**src/rtl/mem_req_dispatch_pkg.sv**
```systemverilog
// Shared types and constants for the memory command front end.
// The address map is {row, bank, bank_group, col}, with col in the least significant bits.
package mem_pkg;
  localparam int QUEUE_SIZE = 16;
  localparam int BG_W       = 3;
  localparam int BANK_W     = 3;
  localparam int ROW_W      = 8;
  localparam int COL_W      = 8;
  localparam int ADDR_W     = ROW_W + BANK_W + BG_W + COL_W;
  localparam int IDX_W      = BG_W + BANK_W;
  localparam int CRED_W     = $clog2(QUEUE_SIZE) + 1;

  localparam logic [2:0] ST_NEED_PRE = 3'b000;
  localparam logic [2:0] ST_PRE_PEND = 3'b001;
  localparam logic [2:0] ST_ACT_RDY  = 3'b010;
  localparam logic [2:0] ST_ACT_PEND = 3'b011;
  localparam logic [2:0] ST_RW_RDY   = 3'b100;
  localparam logic [2:0] ST_RW_PEND  = 3'b101;
  localparam logic [2:0] ST_RW_DONE  = 3'b110;

  typedef struct packed {
    logic [BG_W-1:0]   bank_group;
    logic [BANK_W-1:0] bank;
    logic [ROW_W-1:0]  row;
    logic [COL_W-1:0]  col;
    logic [63:0]       val_in;
    logic [2:0]        state;
    logic [31:0]       cycle_count;
    logic              write;
    logic              valid;
  } mem_request_t;

  function automatic mem_request_t decode_addr(input logic [ADDR_W-1:0] addr);
    mem_request_t r;
    r            = '0;
    r.col        = addr[COL_W-1:0];
    r.bank_group = addr[COL_W +: BG_W];
    r.bank       = addr[COL_W+BG_W +: BANK_W];
    r.row        = addr[COL_W+BG_W+BANK_W +: ROW_W];
    return r;
  endfunction
endpackage

```
**src/rtl/mem_req_dispatch_if.sv**
```systemverilog
// Request and queue-side signals of the dispatch stage.
// The slave modport is the dispatch view; the master modport is the view of the agent driving it.
interface mem_req_dispatch_if;
  import mem_pkg::*;

  logic                req_valid_in;
  logic                req_ready_out;
  logic [ADDR_W-1:0]   req_addr_in;
  logic                req_write_in;
  logic [63:0]         req_data_in;
  logic                precharge_all_in;
  logic                dequeue_in;
  logic                enqueue_out;
  mem_request_t        req_out;
  logic [31:0]         cycle_count_out;
  logic [CRED_W-1:0]   credits_out;

  modport slave (
    input  req_valid_in, req_addr_in, req_write_in, req_data_in,
           precharge_all_in, dequeue_in,
    output req_ready_out, enqueue_out, req_out, cycle_count_out, credits_out
  );

  modport master (
    output req_valid_in, req_addr_in, req_write_in, req_data_in,
           precharge_all_in, dequeue_in,
    input  req_ready_out, enqueue_out, req_out, cycle_count_out, credits_out
  );
endinterface

```
**src/rtl/mem_req_dispatch_open_row_table.sv**
```systemverilog
// Open-row table with one entry per bank: a write is registered on the clock edge and a read is combinational.
// Open bits clear asynchronously on reset and synchronously on precharge-all; row values need no reset.
module open_row_table
  import mem_pkg::*;
(
  input  logic             clk_in,
  input  logic             rst_n_in,
  input  logic             clear_in,
  input  logic             wr_en_in,
  input  logic [IDX_W-1:0] wr_idx_in,
  input  logic [ROW_W-1:0] wr_row_in,
  input  logic [IDX_W-1:0] rd_idx_in,
  output logic             rd_open_out,
  output logic [ROW_W-1:0] rd_row_out
);
  localparam int ENTRIES = 1 << IDX_W;

  logic [ENTRIES-1:0] open_q;
  logic [ROW_W-1:0]   row_q [ENTRIES];

  always_ff @(posedge clk_in or negedge rst_n_in) begin
    if (!rst_n_in)     open_q <= '0;
    else if (clear_in) open_q <= '0;
    else if (wr_en_in) open_q[wr_idx_in] <= 1'b1;
  end

  always_ff @(posedge clk_in) begin
    if (wr_en_in) row_q[wr_idx_in] <= wr_row_in;
  end

  assign rd_open_out = open_q[rd_idx_in];
  assign rd_row_out  = row_q[rd_idx_in];
endmodule

```
**src/rtl/mem_req_dispatch.sv**
```systemverilog
// Dispatch front end: accepts requests, classifies them against the open-row table, and stamps them.
// It pushes each request into the ready queue one cycle after accept and tracks the free slots in that queue.
module mem_req_dispatch
  import mem_pkg::*;
(
  input  logic               clk_in,
  input  logic               rst_n_in,
  mem_req_dispatch_if.slave  bus
);
  logic [31:0]       cycle_q;
  logic [CRED_W-1:0] credits_q, credits_d;
  logic              enq_q;
  mem_request_t      req_q, new_req;
  logic              accept, deq_ok;
  logic              tbl_open;
  logic [ROW_W-1:0]  tbl_row;
  logic [IDX_W-1:0]  idx;

  // Ready never looks at dequeue, so a credit returned at zero only shows up next cycle.
  assign bus.req_ready_out = rst_n_in && (credits_q != '0) && !bus.precharge_all_in;
  assign accept = bus.req_valid_in && bus.req_ready_out;
  assign deq_ok = bus.dequeue_in && (credits_q != CRED_W'(QUEUE_SIZE));

  always_comb begin
    new_req             = decode_addr(bus.req_addr_in);
    new_req.val_in      = bus.req_data_in;
    new_req.write       = bus.req_write_in;
    new_req.valid       = 1'b1;
    new_req.cycle_count = cycle_q;
    if (!tbl_open)                  new_req.state = ST_ACT_RDY;
    else if (tbl_row == new_req.row) new_req.state = ST_RW_RDY;
    else                            new_req.state = ST_NEED_PRE;
  end

  assign idx = {new_req.bank_group, new_req.bank};

  open_row_table u_open_row_table (
    .clk_in      (clk_in),
    .rst_n_in    (rst_n_in),
    .clear_in    (bus.precharge_all_in),
    .wr_en_in    (accept),
    .wr_idx_in   (idx),
    .wr_row_in   (new_req.row),
    .rd_idx_in   (idx),
    .rd_open_out (tbl_open),
    .rd_row_out  (tbl_row)
  );

  always_comb begin
    credits_d = credits_q;
    if (accept && !deq_ok)      credits_d = credits_q - CRED_W'(1);
    else if (!accept && deq_ok) credits_d = credits_q + CRED_W'(1);
  end

  always_ff @(posedge clk_in or negedge rst_n_in) begin
    if (!rst_n_in) begin
      cycle_q   <= '0;
      credits_q <= CRED_W'(QUEUE_SIZE);
      enq_q     <= 1'b0;
      req_q     <= '0;
    end else begin
      assert (!(bus.dequeue_in && credits_q == CRED_W'(QUEUE_SIZE)));
      cycle_q   <= cycle_q + 32'd1;
      credits_q <= credits_d;
      enq_q     <= accept;
      if (accept) req_q <= new_req;
    end
  end

  assign bus.enqueue_out     = enq_q;
  assign bus.req_out         = req_q;
  assign bus.cycle_count_out = cycle_q;
  assign bus.credits_out     = credits_q;
endmodule
```
**src/flat_wrapper.sv**
```systemverilog
// flat-port wrapper written by rule: the top's interface ports become plain ports
module mem_req_dispatch_flat import mem_pkg::*;
  (clk_in, rst_n_in, bus_req_valid_in, bus_req_addr_in, bus_req_write_in, bus_req_data_in, bus_precharge_all_in, bus_dequeue_in, bus_req_ready_out, bus_enqueue_out, bus_req_out, bus_cycle_count_out, bus_credits_out);
  mem_req_dispatch_if bus_i ();
  input  logic clk_in;
  input  logic rst_n_in;
  input wire logic [$bits(bus_i.req_valid_in)-1:0] bus_req_valid_in;
  input wire logic [$bits(bus_i.req_addr_in)-1:0] bus_req_addr_in;
  input wire logic [$bits(bus_i.req_write_in)-1:0] bus_req_write_in;
  input wire logic [$bits(bus_i.req_data_in)-1:0] bus_req_data_in;
  input wire logic [$bits(bus_i.precharge_all_in)-1:0] bus_precharge_all_in;
  input wire logic [$bits(bus_i.dequeue_in)-1:0] bus_dequeue_in;
  output wire logic [$bits(bus_i.req_ready_out)-1:0] bus_req_ready_out;
  output wire logic [$bits(bus_i.enqueue_out)-1:0] bus_enqueue_out;
  output wire logic [$bits(bus_i.req_out)-1:0] bus_req_out;
  output wire logic [$bits(bus_i.cycle_count_out)-1:0] bus_cycle_count_out;
  output wire logic [$bits(bus_i.credits_out)-1:0] bus_credits_out;
  assign bus_i.req_valid_in = bus_req_valid_in;
  assign bus_i.req_addr_in = bus_req_addr_in;
  assign bus_i.req_write_in = bus_req_write_in;
  assign bus_i.req_data_in = bus_req_data_in;
  assign bus_i.precharge_all_in = bus_precharge_all_in;
  assign bus_i.dequeue_in = bus_dequeue_in;
  assign bus_req_ready_out = bus_i.req_ready_out;
  assign bus_enqueue_out = bus_i.enqueue_out;
  assign bus_req_out = bus_i.req_out;
  assign bus_cycle_count_out = bus_i.cycle_count_out;
  assign bus_credits_out = bus_i.credits_out;
  mem_req_dispatch u_core (.clk_in(clk_in), .rst_n_in(rst_n_in), .bus(bus_i));
endmodule
```
**config.mk**
```make
export PLATFORM = sky130hd
export DESIGN_NAME = mem_req_dispatch_flat
export DESIGN_NICKNAME = d
export VERILOG_FILES = /design/src/rtl/mem_req_dispatch_pkg.sv /design/src/rtl/mem_req_dispatch_if.sv /design/src/rtl/mem_req_dispatch_open_row_table.sv /design/src/rtl/mem_req_dispatch.sv /design/src/flat_wrapper.sv
export SDC_FILE = /design/constraint.sdc
export NUM_CORES = 1
export LEC_CHECK = 0
export CORE_MARGIN = 5
export CORE_UTILIZATION = 52
export CTS_CLUSTER_SIZE = 25
export DETAILED_ROUTE_END_ITERATION = 6
export HOLD_SLACK_MARGIN = 0.05
export PLACE_DENSITY_LB_ADDON = 0.2
export SYNTH_ARGS = -nofsm -noshare
export SYNTH_HDL_FRONTEND = slang
export SYNTH_SLANG_ARGS = --single-unit
```
**constraint.sdc**
```tcl
create_clock -name clk_in -period 3.6 [get_ports clk_in]
set_input_delay 0.72 -clock clk_in [delete_from_list [all_inputs] [get_ports clk_in]]
set_output_delay 0.72 -clock clk_in [all_outputs]
set_load 0.01 [all_outputs]
```
Yosys cells after proc, flatten, opt, wreduce, memory -nomap -nowiden
Memories as Yosys holds them, arrays and structs flattened.
Cells that the tools add are included.
{"block": "op_classes", "n_addsub": 3, "n_lt_le_gt_ge": 2, "n_eq_ne": 2, "mux": 12, "bitwise": 1, "reduce_logical": 13}
{"op": "$mux 64", "count": 2}
{"op": "$or 64x64->64", "count": 1}
{"op": "$add 32x1->32 const B", "count": 1}
{"op": "$mux 5", "count": 2}
{"op": "$eq 8x8->1", "count": 1}
{"op": "$logic_and 1x1->1", "count": 7}
{"op": "$lt 6x7->1 const B", "count": 1}
{"op": "$bmux 1 s6", "count": 1}
{"op": "$demux 1 s6", "count": 1}
{"op": "$ge 6x1->1 const B", "count": 1}
{"op": "$mux 3", "count": 2}
{"op": "$add 5x1->5 const B", "count": 1}
{"op": "$ne 5x5->1 const B", "count": 1}
{"op": "$reduce_bool 5->1", "count": 1}
{"op": "$sub 5x1->5 const B", "count": 1}
{"op": "$mux 1", "count": 4}
{"op": "$reduce_bool 2->1", "count": 2}
{"op": "$logic_not 1->1", "count": 3}
{"block": "totals", "register_bits": 225, "ramBits": 512, "word_cells": 47, "mem_count": 1}
{"memory": "u_core.u_open_row_table.row_q", "words": 64, "width": 8, "rd": 1, "rd_clocked_by_memory_dff": 0, "wr": 1, "line_no": "mem_req_dispatch_open_row_table.sv:19", "rtl": "logic [ROW_W-1:0] row_q [ENTRIES];"}

Depth between registers and ports, before layout
Gate-level depths: netlist of run 1.
{"block": "depth", "word_depth": 8, "ltp_mapped": 17}

Hierarchy
A second synthesis of run 1 with hierarchy kept.
{"block": "hier_totals", "cells_unflattened": 1641, "hier_area_um2": 29869.9}
{"module": "open_row_table", "instances": 1, "cells_each": 1172, "area_each_um2": 22669.2, "seq_area_each_um2": 16976.3}
{"module": "mem_req_dispatch", "instances": 1, "cells_each": 469, "area_each_um2": 7200.7, "seq_area_each_um2": 4005.1}

Least setup slack after synthesis of run 1
Ideal clock, no wire load.
{"block": "synth_path", "path_type": "input -> register", "startpoint": "input bus_precharge_all_in", "endpoint": "register u_core.credits_q[4], in the netlist u_core.bus.credits_out[4]", "setup_ns": 0.075, "arrival_time_ns": 3.572, "required_ns": 3.525, "slack_ns": -0.047, "cell_stages": 15, "cell_sequence": "nor3b_1 nand2_1 clkinv_1 clkbuf_1 clkbuf_1 ha_1 clkbuf_1 xor2_1 ha_1 o21ai_0 a21oi_1 a21oi_1 xor2_1 nor2_1 xor2_1"}
{"block": "synth_via", "elab_chain_len": 6, "elab_cells_between_ends": 8, "cone_classes": "1 x mux; 7 x reduce/logical"}
{"element": "from (decl)", "line_no": "flat_wrapper.sv:11", "rtl": "input wire logic [$bits(bus_i.precharge_all_in)-1:0] bus_precharge_all_in;"}
{"element": "$logic_not 1->1 *", "line_no": "mem_req_dispatch.sv:20", "rtl": "assign bus.req_ready_out = rst_n_in && (credits_q != '0) && !bus.precharge_all_in;"}
{"element": "$logic_and 1x1->1 *", "line_no": "mem_req_dispatch.sv:20"}
{"element": "$logic_and 1x1->1 *", "line_no": "mem_req_dispatch.sv:21", "rtl": "assign accept = bus.req_valid_in && bus.req_ready_out;"}
{"element": "via u_core.accept", "line_no": "mem_req_dispatch.sv:14", "rtl": "logic accept, deq_ok;"}
{"element": "$logic_not 1->1", "line_no": "mem_req_dispatch.sv:52", "rtl": "else if (!accept && deq_ok) credits_d = credits_q + CRED_W'(1);"}
{"element": "$logic_and 1x1->1", "line_no": "mem_req_dispatch.sv:52"}
{"element": "$reduce_bool 2->1 (no source line)"}
{"element": "to (signal assigned)", "line_no": "mem_req_dispatch.sv:58", "rtl": "credits_q <= CRED_W'(QUEUE_SIZE);"}
{"element": "to (signal assigned)", "line_no": "mem_req_dispatch.sv:64", "rtl": "credits_q <= credits_d;"}
{"element": "to (decl)", "line_no": "mem_req_dispatch.sv:11", "rtl": "logic [CRED_W-1:0] credits_q, credits_d;"}
The timed path passes the listed nets; every way through them passes the cells marked *.
A chain may end at the register's enable or synchronous reset.

Worst setup path after layout of run 1
{"block": "layout_path", "startpoint": "input bus_req_addr_in[13]", "endpoint": "register u_core.req_q, in the netlist u_core.bus.req_out[36]"}
{"block": "layout_via", "elab_chain_len": 4, "elab_cells_between_ends": 6, "cone_classes": "1 x eq/ne; 4 x mux; 1 x memory"}
{"element": "from (decl)", "line_no": "flat_wrapper.sv:8", "rtl": "input wire logic [$bits(bus_i.req_addr_in)-1:0] bus_req_addr_in;"}
{"element": "$mem_v2 64x8"}
{"element": "$eq 8x8->1", "line_no": "mem_req_dispatch.sv:31", "rtl": "else if (tbl_row == new_req.row) new_req.state = ST_RW_RDY;"}
{"element": "$mux 3", "line_no": "mem_req_dispatch.sv:31"}
{"element": "$mux 3 *", "line_no": "mem_req_dispatch.sv:30", "rtl": "if (!tbl_open) new_req.state = ST_ACT_RDY;"}
{"element": "to (signal assigned)", "line_no": "mem_req_dispatch.sv:66", "rtl": "if (accept) req_q <= new_req;"}
{"element": "to (decl)", "line_no": "mem_req_dispatch.sv:13", "rtl": "mem_request_t req_q, new_req;"}
Every way passes the cells marked *; elsewhere a longest branch is shown, timed or not. The select of a mux whose other input is x is not followed.

==> impl_summary.md, run 1 <==
Timing
The worst hold slack is between 300 and 400 ps. The final setup violation count is 0. The headroom to the max-slew limit is 26.5%. Setup repair after global routing left no endpoint under its margin. The part of the cycle the worst path needs is between 80 and 90%. The number of slew-limit violations in the final report is 0. Counting I/O delays and the setup requirement, the final critical path takes approximately 3200 ps. The count of final hold-check violations is 0. The highest clock frequency the design can meet is between 300 and 400 MHz. For the pin with the worst max-slew slack, the measured transition is between 1000 and 1500 ps. The final worst clock skew is ~24 ps.

Critical path
STA classifies the critical path endpoint as a flop. The startpoint kind of the worst setup timing path is an input port. The required time of the critical path is 4140 ps. On the worst path, the slowest cell contributes a delay of approximately 610 ps.

By startpoint and endpoint, the worst setup path is classified as input port to flop. Traced cell by cell, the critical path runs through buf_6 -> buf_12 -> buf_4 -> nand2b_1 -> o22ai_1 -> nand2_1 -> a21oi_1 -> nor3_1 -> buf_4 -> nand4b_1 -> or4_4 -> o31ai_2. Of all nets on the critical path, the largest fanout is 32. The data arrival time at the worst-slack endpoint is roughly 3800 ps. Counting stages on the worst path, the most repeated cell is sky130_fd_sc_hd__buf_4. The cell with the largest stage delay on the worst path is sky130_fd_sc_hd__or4_4.

Synth
The leading register cell type out of synthesis is sky130_fd_sc_hd__edfxtp_1. The fraction of synthesized cell area taken by the top area cell type is 52.2%. By area the synthesized netlist is led by sky130_fd_sc_hd__edfxtp_1 (52%), sky130_fd_sc_hd__dfrtp_1 (19%), sky130_fd_sc_hd__nand2_1 (5.2%). The net count of the mapped netlist is between 2000 and 2500. The count of mapped cells out of synthesis is just over 2000.

In this run, synthesis produced a sequential element count of between 700 and 800. The number of different library cells used by synthesis comes to roughly 70. Counting flops with a built-in enable in the synthesized netlist gives 512. The commonest cells after synthesis are sky130_fd_sc_hd__edfxtp_1 (512), sky130_fd_sc_hd__nand2_1 (407), sky130_fd_sc_hd__dfrtp_1 (223). The post-synthesis cell type with the largest combined area is sky130_fd_sc_hd__edfxtp_1. The share of the Yosys chip area taken by registers is between 70% and 80%. The mean post-synth cell area is 14.3 um2.

The number of warning messages in the yosys log is 0. The most frequently used cell type in the post-synthesis netlist is sky130_fd_sc_hd__edfxtp_1. In the synthesized netlist the async set-or-reset flop fraction comes to around 30%. The summed instance area of the synthesized netlist is slightly below 0.03 mm2.

Global routing
The number of global-route vias before repair came to roughly 19000. Entering global routing, the biggest net connects ~180 pins. The global-route usage over all layers is between 20% and 30%. The first global-routing pass estimated 126000 um of wire. The initial antenna violation count is 1. The global-route congestion overflow total is 0.

Layout
The layout has just over 4000 filler cells. The share of layout cells above drive strength 1 is ~18%. From synthesis to final layout, the design area changed by 23.3%. After routing the design area is approximately 0.036 mm2. For this run, the post-layout net count is 2553.

CTS
CTS saw ~740 sinks. The quantity of hold-fixing buffers added after cts is 0. After clock tree synthesis, the setup repair step added 0 buffers. The number of buffers created by CTS is 75.

The H-tree depth reported by CTS is 3. The root buffer cell is sky130_fd_sc_hd__clkbuf_16. The maximum count of clock buffers along a single path is 3.

The clock reaches the later pin of the worst-skew pair after roughly 620 ps. Post-CTS repair changed the size of 0 cells. Clock-pin slew was measured on the worst setup and hold paths at ~70 ps. The TritonCTS clock tree is done.

Die
The floorplan step defined a die boundary enclosing 0.0614 mm2. The total area inside the core boundary comes to around 0.056 mm2. The initial core utilization is between 50% and 60%. The count of pins on the block boundary is between 200 and 300. The chip height is about 250 um. The floorplan step set the die width to 248 um. The floorplan has between 80 and 90 rows.

Detailed routing
For this block, the routed nets add up to 85900 um of wire. For this block, the initial DRC count from the detailed router was 2350. The number of iterations in the first detailed-routing pass is 6. Using the TritonRoute via totals, the vias-per-cell ratio works out to ~6. In the final routed layout, each cell accounts on average for between 20 and 30 um. The via count is around 19000. The remaining number of nets flagged by the antenna check after routing is 0. In the routed design, unresolved DRC markers number 0.

Pwr
In this run the power density over the cells is approximately 540 mW/mm2. IR analysis of the VDD net gives a maximum drop of ~0.36 mV. The switching share of power is around a quarter.

The portion of total power attributed to sequential cells is just under 50%. The cell internal power dissipation is ~15000 uW. The clock network is responsible for 39.4% of the overall power.

In this run the static leakage power is 0.0140 uW. For this design the total switching power over the nets is approximately 4600 uW. The combinational share of power is around an eighth.

Hold path
The class of the worst hold path is input port to async pin.

Placement
During placement, the flow inserted port buffers numbering 252. Once detailed placement completed, the half-perimeter wirelength came to roughly 57000 um. The placed cell area is 0.0338 mm2. The congestion estimate from routability-driven global placement came to 0.951.

Job
The count of maximum capacitance violations is 0.

Run status
The flow ran to the end, and the final reports show no timing, DRC or antenna violations.
[area by class of cell]
class / count / area (um2) / share of cell area (%)
diodes: 2 / 5.00 / 0.0138
flip-flops and latches: 736 / 21000 / 57.8
inverters: 10 / 40.0 / 0.110
repair buffers: 465 / 4280 / 11.8
clock inverters: 37 / 387 / 1.07
clock buffers: 103 / 2050 / 5.66
well taps: 756 / 946 / 2.61
multi-input cells: 1168 / 7580 / 20.9
[kinds of logic after synthesis]
| group | synth area share [%] |
|---|---|
| adder cells (fa/ha/maj) | 0.213 |
| multiplexers | 7.61 |
| AND/OR/NAND/NOR | 9.57 |
| flip-flops | 71.3 |
| other | 0.0127 |
| XOR/XNOR | 1.34 |
| AO/OA/AOI/OAI | 6.99 |
| buffers and inverters | 2.97 |
[placed cells by master, fill, tap and decap left out, drive strengths merged, types with 9 or more instances in the layout]
cell type / instances
buf: 226
clkbuf: 103
xor2: 19
o21ai: 27
mux2i: 55
o21a: 17
clkdlybuf4s50: 239
xnor2: 26
a22oi: 44
a221o: 29
inv: 14
edfxtp: 512
dfrtp: 223
mux4: 43
nor2b: 9
a221oi: 30
a22o: 12
a21oi: 30
nor2: 189
o22ai: 26
mux2: 63
nand2: 407
a31oi: 11
clkinv: 26
nand3: 18
[final timing paths]
kind / cells past startpoint / startpoint / slack, ps / end
min in group clk_in: 2 / u_core.bus.req_out[77] / 470 / u_core.bus.req_out[77]
max in group asynchronous: 2 / rst_n_in / 2530 / u_core.bus.req_out[98]
hold reg to reg: 2 / u_core.bus.req_out[77] / 470 / u_core.bus.req_out[77]
setup reg to reg: 11 / u_core.bus.credits_out[1] / 500 / u_core.bus.req_out[36]
hold / removal: 2 / rst_n_in / 350 / u_core.bus.req_out[36]
setup / recovery: 12 / bus_req_addr_in[13] / 360 / u_core.bus.req_out[36]
[metal layers]
metal	track usage [%]	wire [um]	share of wire [%]
met5	0	13	0.015
met4	10.6	3350	3.9
met3	5.65	8020	9.3
met2	43.7	41000	48
met1	38.4	33400	39
[power by group through the flow]
| stage | Clock, uW | Sequential (uW) | Combinational, uW |
|---|---|---|---|
| 2_1_floorplan | 0 | 9900 | 775 |
| 3_3_place_gp | 0 | 9750 | 2270 |
| 3_5_place_dp | 0 | 9770 | 2300 |
| 4_1_cts | 7860 | 9600 | 2310 |
| 5_1_grt | 8210 | 9640 | 2470 |
| 6_report | 7740 | 9600 | 2300 |
[flip-flops by register name, summed over array words and instances (netlist names)]
register                        count
u_core.u_open_row_table.open_q     64
u_core.bus.req_out                122
u_core.bus.enqueue_out              1
u_core.u_open_row_table.row_q     512
u_core.bus.cycle_count_out         32
u_core.bus.credits_out              5
[critical path: cells and delay by family]
kind | cells | cell delay [ps]
compound gates | 3 | 400
buf+inv | 4 | 900
simple gates | 5 | 1690
[stage by stage]
step / TNS (ps) / cells / setup WS, ps / util (%) / total power (uW)
floorplan: 0 / 2063 / 72.5 / - / 10700
global placement: -153 / 3135 / -153 / 60.1 / 12000
detailed placement: -172 / 3135 / -172 / 60.1 / 12100
CTS: 0 / 3275 / 447 / 64.5 / 19800
global route: 0 / 3275 / 263 / 64.5 / 20300
finish: 0 / 3277 / 364 / 64.5 / 19600
Power figures use the tool's default switching activity.
==> inputs of run 2 (changes only) <==
CELL_PAD_IN_SITES_DETAIL_PLACEMENT = 1   (was unset)
CELL_PAD_IN_SITES_GLOBAL_PLACEMENT = 1   (was unset)
CORE_UTILIZATION = 43   (was 52)
==> run 2 against run 1 <==
Clock power up 8.7%. Clock-buffer cell count grew 17. Critical path depth decreased by 4. Critical endpoint is now u_core.u_open_row_table.row_q[42][6]. Highest routed layer unchanged.
==> impl_summary.md, run 2 (same netlist as run 1, synthesis figures left out) <==
Run status
The run finished with clean final reports.

Critical path
Together, buffers and inverters on the worst path number 2. The reg-to-reg setup timing slack is approximately 330 ps. The worst reg2reg path startpoint is u_core.bus.credits_out[1]. The required time of the critical path is about 3900 ps.

The beginning of the critical path is u_core.bus.credits_out[1]. The top fanout value on the critical path is 13. The cell with the largest stage delay on the worst path is sky130_fd_sc_hd__nand3_1.

The critical setup path kind is flop to flop. The worst flop-to-flop path endpoint is u_core.u_open_row_table.row_q[42][6]. The kind of cell with the highest combined delay on the critical path is simple AND/OR/NAND/NOR gates. In this design, the stage delay of the slowest critical-path cell is 660 ps. The number of cells on the worst reg-to-reg path is 8. The critical path goes through nor4_1 -> nor2b_1 -> nor3b_1 -> nand2_4 -> inv_4 -> nand3_1 -> nor2_1 -> buf_4. STA classifies the critical path startpoint as a flop. The data arrival time at the worst-slack endpoint is about 3600 ps.

The endpoint type of the worst setup path is a flop.

Timing
The final worst clock skew is between 15 and 20 ps. The number of slew-limit violations in the final report is 0. Measured against its own limit, the worst slew margin works out to 25.7%. Setup repair after global routing left no endpoint under its margin. The final setup violation count is 0. In the finished design, the share of the clock period the worst path needs comes to between 90% and 100%.

The pin slew with the least headroom to its limit is 1110 ps. Hold is met by 283 ps. The count of final hold-check violations was 0.

The highest clock frequency the design can meet is between 300 and 400 MHz. For the finished layout, the period the worst path requires is 3270 ps.

Detailed routing
The via count is roughly 20000. After detailed routing, the total wire length is between 90000 and 100000 um. The number of iterations in the first detailed-routing pass is 6. In the routed design, unresolved DRC markers number 0.

The DRC violation total after the first TritonRoute iteration is roughly 2000. The detail route stage leaves a number of antenna-violating nets equal to 0. The vias per cell is roughly 5.7. Dividing the detail-routed wire length by the instance count gives around 29 um.

Global routing
For this run the aggregate overflow at the end of global routing stands at 0. The number of global-route vias before repair is slightly above 20000. The global-route wire length before repair is 143000 um. The initial antenna violation count came to 5. The maximum number of pins on one net before global-route repair is 72. The global-route usage over all layers is 26.1%.

Die
The floorplan core area is approximately 0.068 mm2. Row generation in the floorplan step produced 96 rows. The die covers 0.0738 mm2. The count of pins on the block boundary is 254. The initial utilization of the core area, before any placement, comes to between 40% and 50%.

In this run the horizontal extent of the chip is 272 um. The chip height is around 270 um.

Layout
After filler insertion, the fill cell instance count of the layout stands at about 6700. The flip-flop count of the largest register after layout is about 510. The register containing the most flip-flops in the final layout is u_core.u_open_row_table.row_q. The number of cells in the finished layout apart from fillers is 3429. Registers take between 0.02 and 0.025 mm2. The area taken by multi-input logic gates is 0.00759 mm2. Cells fill between 50% and 60% of the core in the end. In the final layout, the share of cells above drive strength 1 is between 10% and 20%. The library cell used most frequently in the layout, excluding fill and tap cells, is sky130_fd_sc_hd__edfxtp_1. The net count of the finished layout is roughly 2600. In the layout the commonest cells are sky130_fd_sc_hd__edfxtp_1 (512), sky130_fd_sc_hd__nand2_1 (406), sky130_fd_sc_hd__clkdlybuf4s50_1 (239).

The area overhead of the layout relative to synthesis is 25.3%.

Pwr
The clock network is responsible for 41.1% of the overall power. The total chip power is 20400 uW. The static leakage is approximately 0.014 uW. Cell internal power was estimated by the tool at roughly 16000 uW. Sequential cells burn between 40% and 50% of the power. The switching share of power is 24.1%.

The largest vdd supply drop is roughly 0.36 mV. Summed over all nets, the switching power comes to between 4000 and 5000 uW. The ratio of total power to cell area is roughly 550 mW/mm2. Of the total power, combinational logic draws between 10% and 20%.

CTS
The number of clock buffers added by TritonCTS is about 80. The number of instances resized during post-cts repair is 0. The root buffer cell is sky130_fd_sc_hd__clkbuf_16. The later-pin clock latency in the skew report is 620 ps. The H-tree depth reported by CTS is 3. Once the clock tree was built, the setup fixing pass inserted 0 buffers. The maximum count of clock buffers along a single path is 3.

The quantity of hold-fixing buffers added after cts is 0. The TritonCTS clock tree is done. The number of sinks handled by clock tree synthesis is about 740. After clock tree synthesis, the clock-pin slew on the worst setup and hold paths is ~60 ps.

Placement
The weighted congestion at the end of routability-driven global placement is between 0.9 and 1. The estimated wirelength of the detail-placed design is ~67000 um. Input and output buffers added on the ports amount to about 250. The cell count after placement is between 3000 and 4000.

Job
The count of maximum capacitance violations is 0.

Hold path
The min-delay analysis places its worst path in the category input port to async pin.
[run 2: cell count changes in the layout (fill, tap and decap cells not counted), moves of 2 or more]
cell                        previous run  this run
sky130_fd_sc_hd__inv_6                 5         1
sky130_fd_sc_hd__clkbuf_8              5        10
sky130_fd_sc_hd__clkbuf_1             22        24
sky130_fd_sc_hd__buf_12               16        22
sky130_fd_sc_hd__buf_4               198       207
sky130_fd_sc_hd__clkbuf_16            76        86
sky130_fd_sc_hd__clkinv_2             13        10
[run 2: cell type report]
cell class	count	share of cell area, %
clock inverters	30	0.851
repair buffers	480	12.1
flip-flops and latches	736	56.9
clock buffers	120	6.45
inverters	10	0.109
well taps	882	2.99
diodes	3	0.0204
multi-input cells	1168	20.6
[run 2: through the flow]
| stage | setup TNS (ps) | worst slack [ps] | instance area (um2) |
|---|---|---|---|
| after floorplan | 0 | 72.5 | 29400 |
| after CTS | 0 | 379 | 36900 |
| after global routing | 0 | 138 | 36900 |
| after detailed placement | -123 | -123 | 34200 |
| final | 0 | 332 | 36900 |
| after global placement | -401 | -401 | 34200 |
[run 2: worst max path at each step]
stage / end / cells after the start
6_report: u_core.u_open_row_table.row_q[42][6] / 8
5_1_grt: u_core.bus.credits_out[4] / 14
4_1_cts: bus_req_ready_out / 4
3_5_place_dp: u_core.bus.req_out[36] / 11
3_3_place_gp: u_core.bus.req_out[36] / 10
2_1_floorplan: u_core.bus.credits_out[4] / 15
[run 2: metal layers]
metal	track usage, %	vias up	wire length [um]
met4	11.3	2	4230
met2	42.3	827	47500
met3	5.80	207	7350
met1	34.2	10200	38800
li1	-	8399	-
met5	0	-	14
[run 2: power by group through the flow]
stage / Sequential [uW] / Combinational [uW] / Clock (uW)
finish: 9610 / 2410 / 8410
CTS: 9610 / 2440 / 8560
floorplan: 9900 / 775 / 0
global route: 9650 / 2560 / 9000
detailed placement: 9780 / 2420 / 0
global placement: 9760 / 2360 / 0
==> inputs of run 3 (changes only) <==
GPL_ROUTABILITY_DRIVEN = 0   (was unset)
==> run 3 against run 2 <==
The flow now finishes with violations (DRC). Critical endpoint is now u_core.bus.req_out[36]. Wire length decreased by 1.6%. Largest cell class unchanged. Combinational power about the same. Worst hold slack got worse by 30 ps. Cell count increased by 0.20%. Clock skew decreased by 1.8 ps.
==> impl_summary.md, run 3 (same netlist as run 1, synthesis figures left out) <==
Pwr
The largest vdd supply drop is approximately 0.29 mV. For this design the static power due to leakage is around 0.014 uW. The ratio of total power to cell area is between 500 and 600 mW/mm2.

Run status
The run finished, with violations left. The final reports fail on DRC.

Critical path
The startpoint kind of the worst setup timing path is an input port. In this run the register-to-register setup slack is 430 ps. In this design, the stage delay of the slowest critical-path cell is about 1200 ps. For the worst setup path, the data arrival time is about 4000 ps. The critical path is of the input port to flop type. The endpoint type of the worst setup path is a flop. Walking the worst path, the cells encountered are buf_6 -> nor2b_1 -> a22oi_1 -> o22ai_1 -> nand2_1 -> nor4b_2 -> xnor2_1 -> or4_4 -> o31ai_2. The required time of the critical path is between 4000 and 5000 ps.

The cell with the largest stage delay on the worst path is sky130_fd_sc_hd__nor2b_1. The top fanout value on the critical path is 21.

Die
The floorplan core area is 0.0682 mm2. The die outline width is 272 um. The die outline area is ~0.074 mm2. The initial core utilization is 43.1%. In this run the count of I/O pins placed on the die edge is about 250. The chip height is ~270 um. The floorplan has 96 rows.

Timing
The number of slew-limit violations in the final report was 0. Dividing the final minimum period by the clock period gives a little over nine tenths. Setup violations remaining at the end of the flow were counted as 0. In the final timing run, aggregate negative setup slack is 0 ps. Setup slack on the critical path of the routed design comes to 105 ps. The pin slew with the least headroom to its limit is between 1000 and 1500 ps. The final worst clock skew is 18.2 ps. The highest clock frequency the design can meet is 286 MHz. Setup repair after global routing left no endpoint under its margin. The shortest period the worst path allows is 3500 ps.

The count of final hold-check violations is 0. The worst pin sits at a relative slew slack of under 10%.

Detailed routing
In this run the remaining antenna-violating nets after routing total 0. Wires add up to a little under 100000 um. The final routed wire length divided by cell count is about 28 um.

After detailed routing, the number of remaining DRC violations is 2. The number of iterations in the first detailed-routing pass is 7. The via count is around 20000. The vias per cell is 5.71. The detailed router finished its first iteration with 1982 violations.

Global routing
The global-route wire length before repair is around 140000 um. The global-route congestion overflow total is 0. Global routing used about a quarter of the available tracks across all layers.

Entering global routing, the biggest net connects 118 pins. The number of global-route vias before repair came to 20900. The initial antenna violation count is 7.

CTS
The later-pin clock latency in the skew report is 620 ps. The number of instances resized during post-cts repair is 0. After clock tree synthesis, the setup repair step added 0 buffers. Counting the buffers created by CTS gives 80. Clock-pin slew was measured on the worst setup and hold paths at 60 ps. No sink is reached through more buffers than the 3 on the longest clock path. The quantity of hold-fixing buffers added after cts is 0. The TritonCTS clock tree is done. The H-tree depth reported by CTS is 3.

The number of sinks handled by clock tree synthesis is approximately 740. Clock tree synthesis selected as its root buffer the cell sky130_fd_sc_hd__clkbuf_16.

Layout
Ranked by flip-flop count, first place goes to u_core.u_open_row_table.row_q. Cells with a size suffix above 1 make up 18.5% of the layout. The flip-flop count of the largest register after layout is just over 500. In the layout the commonest cells are sky130_fd_sc_hd__edfxtp_1 (512), sky130_fd_sc_hd__nand2_1 (406), sky130_fd_sc_hd__clkdlybuf4s50_1 (239). Once layout is done, the placed cells without fillers occupy ~0.037 mm2. The net count of the finished layout is 2583. The layout has around 6700 filler cells. From synthesis to final layout, the design area changed by 25.0%. The library cell used most frequently in the layout, excluding fill and tap cells, is sky130_fd_sc_hd__edfxtp_1.

Placement
The worst slack after detailed placement is -303 ps. The count of buffers added on input and output ports is about 250. Summing all placed instances gives a cell area of 0.0343 mm2. After legalization and detailed placement, the total HPWL measured 65700 um.

Hold path
The path class of the tightest hold or removal check is input port to async pin.

Job
The tool flagged a number of max-cap violations equal to 0.
run 3: cell types whose count changed in the layout (fill, tap and decap cells not counted), moves of 2 or more:
cell and change:
sky130_fd_sc_hd__buf_12 +2, sky130_fd_sc_hd__clkinv_4 -2, sky130_fd_sc_hd__clkbuf_8 -3, sky130_fd_sc_hd__clkinv_1 +2
sky130_fd_sc_hd__bufinv_16 -4, sky130_fd_sc_hd__clkbuf_1 +6, sky130_fd_sc_hd__buf_4 +8
run 3: per-layer routing:
metal	GRT usage (%)	vias up	part of all wire (%)
met5	0	-	0.064
met3	5.55	227	7.8
li1	-	8416	-
met2	42.3	806	48
met4	10.6	10	4.3
met1	33.6	10100	39
run 3: final timing paths:
check	start	end	cells past startpoint
worst min register to register	u_core.bus.req_out[49]	u_core.bus.req_out[49]	2
min in group clk_in	u_core.bus.req_out[49]	u_core.bus.req_out[49]	2
worst max-delay path	bus_req_addr_in[12]	u_core.bus.req_out[36]	9
worst min-delay path	rst_n_in	u_core.bus.cycle_count_out[13]	2
worst max register to register	u_core.bus.credits_out[1]	u_core.u_open_row_table.row_q[27][0]	8
max in group asynchronous	rst_n_in	u_core.u_open_row_table.open_q[16]	3
run 3: cell type report:
cell class	count	area (um2)	share of cell area, %
antenna	3	7.51	0.0204
multi-input combinational	1168	7590	20.6
inverter	10	40.0	0.109
clock buffer	122	2340	6.35
clock inverter	25	171	0.466
sequential	736	21000	57.0
tap	882	1100	3.00
timing repair buffer	490	4570	12.4
run 3: per-stage QoR:
| step | utilization [%] | cells | hold WS, ps | total power, uW |
|---|---|---|---|---|
| 5_1_grt | 53.9 | 3434 | 276 | 20700 |
| 4_1_cts | 53.9 | 3433 | 246 | 20100 |
| 6_report | 53.9 | 3436 | 254 | 20000 |
| 3_3_place_gp | 50.2 | 3286 | 454 | 12100 |
| 2_1_floorplan | - | 2063 | 424 | 10700 |
| 3_5_place_dp | 50.2 | 3286 | 462 | 12200 |
run 3: power by group:
group	switching [uW]	total [uW]	internal (uW)
clock network	3320	7930	4610
registers	210	9610	9400
logic	1310	2420	1110
total	4840	20000	15100
run 3: critical path: cells and delay by family:
family	cells	cell delay (ps)
AND/OR/NAND/NOR	4	1980
XOR/XNOR	1	150
buffers and inverters	1	240
AO/OA/AOI/OAI	3	900
